File: config.mk
export PLATFORM = sky130hd
export DESIGN_NAME = fifo_wr_arbiter
export DESIGN_NICKNAME = d
export VERILOG_FILES = /design/src/rtl/fifo_wr_arbiter.sv
export SDC_FILE = /design/constraint.sdc
export NUM_CORES = 1
export LEC_CHECK = 0
export ABC_AREA = 0
export CAP_MARGIN = 0
export CORE_ASPECT_RATIO = 1.1
export CORE_UTILIZATION = 31
export DETAILED_ROUTE_END_ITERATION = 8
export PLACE_DENSITY_LB_ADDON = 0.12
export SYNTH_ARGS = -nofsm -noshare
export SYNTH_HDL_FRONTEND = slang
export SYNTH_SLANG_ARGS = --single-unit
File: constraint.sdc
create_clock -name i_clk -period 2.4 [get_ports i_clk]
set_clock_uncertainty 0.15 [all_clocks]
set_input_delay 0.48 -clock i_clk [delete_from_list [all_inputs] [get_ports i_clk]]
set_output_delay 0.48 -clock i_clk [all_outputs]
set_load 0.005 [all_outputs]
File: src/rtl/fifo_wr_arbiter.sv
// Round-robin write-port arbiter: grants one producer at a time a bounded burst
// into a shared FIFO, stalling on FIFO full without releasing the grant.
module fifo_wr_arbiter #(
   parameter int WIDTH = 8,
   parameter int NREQ  = 4,
   parameter int BURST = 4,
   parameter int CW    = 4
) (
   input  logic                      i_clk,
   input  logic                      i_rest,
   input  logic [NREQ-1:0]           i_req,
   input  logic [NREQ*WIDTH-1:0]     i_data,
   input  logic                      i_full,
   output logic [NREQ-1:0]           o_gnt,
   output logic [NREQ-1:0]           o_ack,
   output logic                      o_wen,
   output logic [WIDTH-1:0]          o_wdata,
   output logic                      o_busy,
   output logic                      o_state,
   output logic [$clog2(NREQ)-1:0]   o_rr_ptr,
   output logic [CW-1:0]             o_cnt
);

   localparam int IW = $clog2(NREQ);
   localparam logic [IW:0]   NREQ_W = (IW+1)'(NREQ);
   localparam logic [IW-1:0] LAST_IDX = IW'(NREQ-1);
   localparam logic [CW-1:0] LAST_BEAT = CW'(BURST-1);

   typedef enum logic {IDLE = 1'b0, GRANT = 1'b1} state_t;

   state_t          state, state_n;
   logic [IW-1:0]   gnt_idx, gnt_idx_n;
   logic [IW-1:0]   rr_ptr, rr_ptr_n;
   logic [CW-1:0]   cnt, cnt_n;

   logic [IW-1:0]   pick;
   logic [IW:0]     sum;
   logic [IW-1:0]   ptr_after;
   logic [NREQ-1:0] gnt_onehot;
   logic            beat;

   // Walk downward so the lowest offset from rr_ptr is the last (winning) hit.
   always_comb begin
      pick = '0;
      sum  = '0;
      for (int i = NREQ-1; i >= 0; i--) begin
         sum = {1'b0, rr_ptr} + (IW+1)'(i);
         if (sum >= NREQ_W) sum = sum - NREQ_W;
         if (i_req[sum[IW-1:0]]) pick = sum[IW-1:0];
      end
   end

   assign ptr_after  = (gnt_idx == LAST_IDX) ? '0 : gnt_idx + 1'b1;
   assign gnt_onehot = NREQ'(1) << gnt_idx;
   assign beat       = (state == GRANT) & i_req[gnt_idx] & ~i_full & ~i_rest;

   assign o_gnt    = (state == GRANT) ? gnt_onehot : '0;
   assign o_ack    = beat ? gnt_onehot : '0;
   assign o_wen    = beat;
   assign o_wdata  = i_data[gnt_idx*WIDTH +: WIDTH];
   assign o_busy   = (state == GRANT);
   assign o_state  = state;
   assign o_rr_ptr = rr_ptr;
   assign o_cnt    = cnt;

   always_comb begin
      state_n   = state;
      gnt_idx_n = gnt_idx;
      rr_ptr_n  = rr_ptr;
      cnt_n     = cnt;
      case (state)
         IDLE: begin
            if (|i_req) begin
               gnt_idx_n = pick;
               cnt_n     = '0;
               state_n   = GRANT;
            end
         end
         GRANT: begin
            // Full with the request held is a pure stall: everything holds.
            if (!i_req[gnt_idx]) begin
               state_n  = IDLE;
               rr_ptr_n = ptr_after;
            end else if (beat) begin
               if (cnt == LAST_BEAT) begin
                  state_n  = IDLE;
                  rr_ptr_n = ptr_after;
               end else begin
                  cnt_n = cnt + 1'b1;
               end
            end
         end
         default: state_n = IDLE;
      endcase
   end

   always_ff @(posedge i_clk) begin
      if (i_rest) begin
         state   <= IDLE;
         gnt_idx <= '0;
         rr_ptr  <= '0;
         cnt     <= '0;
      end else begin
         state   <= state_n;
         gnt_idx <= gnt_idx_n;
         rr_ptr  <= rr_ptr_n;
         cnt     <= cnt_n;
      end
   end

endmodule

==> metrics.txt, run 1 <==
average routed wire per standard cell=13.6 um; clk buf depth=2; PwrDens=327 nW/um2; Leak=0.707 nW; Initial Utilization=32.4%; final std cells w/o fill=192; yosys warns=0; dpl cell area=1530 um2; Root Buffer Master=clkbuf_4; Highest Clock Rate=0.424 GHz; Slew Limit Headroom=77.5%; CP arrival=1730 ps; All-Layer GR Usage=20.3%; Tot Pwr=0.000528 W; final period demand of the worst path=2360 ps; die area=2820 um2; total wire length=2620 um; Critical Path RT=1770 ps; FP Rows=19; die span in x=50.7 um; peak supply drop=0.000436 V; # diodes=0; vias post-DR=969; dpl hpwl=1970 um; number of global-route vias before repair=943; Mapped Area=808 um2; iteration-0 DRC count of the detailed router=28; Die H=55.6 um; Pre-antenna DRT Iters=4; Setup WS pre-CTS=-460 ps; CP Launch Type=flip-flop; post-layout instance area=1620 um2; largest net degree at the start of global routing=13; largest fanout on the critical path=4; CP Class=flip-flop to output pin; hold_buf cts=0; most frequent cells in the layout=clkdlybuf4s50_1, buf_4, mux4_2, nand2_1, dlygate4sd2_1; Synthesized Nets=127; growth of design area from synthesis to finish=100%; synthesis-stage register bit count=9; final hold viol count=0; Final Max Slew Viols=0; # IOs=64; initial antenna violation count=0; DRT antenna net count=0; distinct cell type count after synthesis=24; total gr overflow=0; worst slew pin tran=337 ps; Hold WC Path Type=flip-flop to flip-flop; # DRC=0; Fin Hold WS=358 ps; filler cell count=216; register area share after synthesis=22.3%; Synth Area per Inst=9.74 um2; CP Capture Type=output pin; RePlAce Congestion=0.712; worst skew pair latency=270 ps; R2R Setup Slk=190 ps; Mapped Cells=83; CTS H-tree depth=1; CTS Sinks=9; core area=2500 um2; # port buffers=63; share of cells above drive strength 1=21.1%; Final Setup Violations=0; Reg clk slew, reported paths=60 ps; vias per cell=5.05; first-pass GRT wire length=4430 um; crit share post-route=98.3%; TritonCTS clock tree=yes; placed insts=182; CTS buffer count=3; outcome=finished, final reports clean; maxcap violations=0; commonest non-fill, non-tap cell in the layout=clkdlybuf4s50_1; Nets=206; Setup WS post-layout=39.9 ps
==> cell families after synthesis <==
family / Yosys count / share of synthesized area (%)
buf+inv: 10 / 5.26
fa+ha+maj: 5 / 7.74
mux: 14 / 31.3
flops: 9 / 22.3
simple gates: 34 / 25.2
compound gates: 11 / 8.21
==> registers in the layout, summed over array words and instances, names as in the netlist <==
register	flops
o_rr_ptr	2
o_busy	1
o_cnt	4
gnt_idx	2
==> final timing paths <==
check,startpoint,endpoint,cells after the start
max reg2reg,gnt_idx[0],o_cnt[2],8
max,gnt_idx[0],o_ack[3],5
min reg2reg,o_cnt[1],o_cnt[1],2
min,o_cnt[1],o_cnt[1],2
==> critical path: stages (launching register included) <==
cell	delay [ps]
dfxtp_4	370
mux4_2	530
nor4b_4	160
buf_4	150
and2_1	130
buf_2	120
==> cells in the mapped netlist, drive strengths merged <==
library cell | instances | area, um2
nand2 | 9 | 33.8
nand3 | 1 | 5.00
o22ai | 1 | 6.26
and2 | 8 | 50.1
mux4 | 9 | 203
a31o | 1 | 8.76
or4b | 1 | 10.0
buf | 2 | 12.5
nor3b | 1 | 7.51
clkbuf | 2 | 7.51
nand4 | 1 | 6.26
nand2b | 2 | 12.5
a2111o | 1 | 11.3
a21oi | 8 | 40.0
ha | 5 | 62.6
nor4b | 1 | 23.8
nor2 | 6 | 22.5
inv | 6 | 22.5
or4 | 2 | 15.0
nand3b | 1 | 7.51
dfxtp | 9 | 180
mux2i | 5 | 50.1
and4b | 1 | 10.0
==> metal layers <==
layer / track usage [%] / share of wire (%)
met4: 5.95 / 1.2
met5: 0 / 0
met1: 25.6 / 40
met3: 3.58 / 9.1
met2: 34.7 / 50
==> final cells by class <==
type                    instances  area (um2)  share of cell area [%]
repair buffers                 78         758                    46.9
multi-input cells              64         588                    36.3
flip-flops and latches          9         184                    11.4
well taps                      31        38.8                    2.40
clock buffers                   4        26.3                    1.62
inverters                       6        22.5                    1.39
==> through the flow <==
step / utilization, % / TNS (ps)
4_1_cts: 63.6 / 0
6_report: 64.8 / 0
2_1_floorplan: - / 0
3_3_place_gp: 61.1 / -2110
3_5_place_dp: 61.1 / -2330
5_1_grt: 64.8 / -30.7
==> power by group <==
group | switching (W) | internal (W)
Clock | 0.0000599 | 0.0000645
Sequential | 0.00000832 | 0.000157
Combinational | 0.0000762 | 0.000163
==> repair_timing <==
action | in CTS | in global routing
setup endpoints to repair | 14 | 8
pin swaps | 3 | 0
buffers inserted | 3 | 2
gates cloned | 1 | 0
resized for setup | 31 | 8
(Power assumes the default switching activity.)
==> inputs of run 2 (changes only) <==
CAP_MARGIN = 20   (was 0)
==> results of run 2 <==
No change in the layout: final DEF, timing and power equal those of run 1.
==> inputs of run 3 (changes only) <==
CORE_UTILIZATION = 33   (was 31)
SKIP_LAST_GASP = 1   (was not set)
==> run 3 against run 2 <==
  * Flip-flop and latch count stayed put
  * First-iteration DRC count decreased by 43%
  * Final area is 0.31% higher
  * Largest cell class unchanged
  * The run now ends with negative setup slack left
  * Non-clock buffer count is 1 higher
  * Combinational power about the same
  * Die area is 5.8% lower
  * Critical endpoint is now o_wdata[4]
  * Critical path type is now primary input to output pin
  * Cell count did not move
==> metrics.txt, run 3 (same netlist as run 1, synthesis figures left out) <==
outcome=finished, violations left; failing checks=negative setup slack; iteration-0 DRC count of the detailed router=16; total gr overflow=0; crit share post-route=101%; CP Class=primary input to output pin; Nets=207; die span in x=49.2 um; Hold WC Path Type=flip-flop to flip-flop; growth of design area from synthesis to finish=101%; core area=2270 um2; Fin Hold WS=358 ps; # DRC=0; worst skew pair latency=270 ps; DRT antenna net count=0; Setup WS pre-CTS=-461 ps; PwrDens=327 nW/um2; average routed wire per standard cell=13.9 um; RSZ-0062 raised after global routing=yes; clk buf depth=2; CP Cell Sequence=clkdlybuf4s50_1 > mux4_2 > clkdlybuf4s50_1; peak supply drop=0.000458 V; most frequent cells in the layout=clkdlybuf4s50_1, buf_4, mux4_2, nand2_1; # IOs=64; Slew Limit Headroom=75.1%; CP delay by family, top=buffers and inverters; met3 routed WL=165 um; CTS buffer count=3; Tot Pwr=0.000531 W; highest metal used=met4; met2 routed WL=1350 um; total wire length=2680 um; final period demand of the worst path=2420 ps; largest net degree at the start of global routing=13; Critical Path RT=1770 ps; Leak=0.721 nW; slowest stage delay, CP=460 ps; initial antenna violation count=0; Root Buffer Master=clkbuf_4; # port buffers=63; Setup WS post-layout=-22.0 ps; post-layout instance area=1620 um2; CP arrival=1790 ps; first-pass GRT wire length=4270 um; CTS Sinks=9; Highest Clock Rate=0.413 GHz; maxcap violations=0; Util after Layout=71.3%; Final Setup Violations=1; vias post-DR=969; Die H=53.9 um; CP most frequent cell=clkdlybuf4s50_1; CP Launch Type=primary input; dpl cell area=1530 um2; CP Capture Type=output pin; RePlAce Congestion=0.765; FP Rows=18; max FFs per register=4; share of cells above drive strength 1=22.2%; vias per cell=5.05; # diodes=0; Routed met1 length=1110 um; worst slew pin tran=374 ps; Initial Utilization=35.5%; number of global-route vias before repair=876; buffers and inverters on the worst path=2; die area=2650 um2; largest fanout on the critical path=1; commonest non-fill, non-tap cell in the layout=clkdlybuf4s50_1; All-Layer GR Usage=22.1%; worst-path cell with the longest stage delay=mux4_2; TritonCTS clock tree=yes; dpl hpwl=2130 um; Final Max Slew Viols=0; final hold viol count=0; CTS H-tree depth=1; Pre-antenna DRT Iters=4; Reg clk slew, reported paths=70 ps
## run 3: layout make-up
class / count / area, um2
Fill cell: 180 / 652
Tap cell: 30 / 37.5
Sequential cell: 9 / 181
Multi-Input combinational cell: 64 / 591
Clock buffer: 4 / 26.3
Inverter: 6 / 22.5
Timing Repair Buffer: 79 / 764
## run 3: metrics by stage
stage | std cells | TNS (ps)
after floorplan | 83 | 0
after global placement | 182 | -1980
after detailed placement | 182 | -2290
after CTS | 189 | -269
after global routing | 192 | -62.8
final | 192 | -22.0
## run 3: repair_timing
| action | CTS | global route |
|---|---|---|
| resized for setup | 21 | 15 |
| gates cloned | 0 | 0 |
| pin swaps | 3 | 0 |
| hold buffers | 0 | 0 |
| buffers inserted | 3 | 3 |
| endpoints found under the setup margin | 14 | 15 |
## run 3: path summary, 6_finish.rpt
path                                 start  slack, ps  depth (start not counted)          to
worst min-delay path              o_cnt[1]        360                          2    o_cnt[1]
worst max-delay path            i_data[28]        -20                          3  o_wdata[4]
worst max register to register  gnt_idx[0]        310                          7    o_cnt[2]
worst min register to register    o_cnt[1]        360                          2    o_cnt[1]
## run 3: metal layers
layer	GRT usage (%)	vias up
li1	-	465
met1	25.6	451
met2	40.6	46
met3	3.67	7
met4	9.80	0
met5	0	-
## run 3: worst min-delay path, stage by stage (launching register included)
cell and delay (ps):
dfxtp_1 340, nand2_1 60, mux2i_1 60
## run 3: power by group
group	leakage, nW	switching (W)	total [W]	internal [W]
sequential	0.0737	0.00000739	0.000164	0.000157
combinational	0.632	0.0000774	0.000242	0.000165
clock	0.0150	0.0000603	0.000125	0.0000644
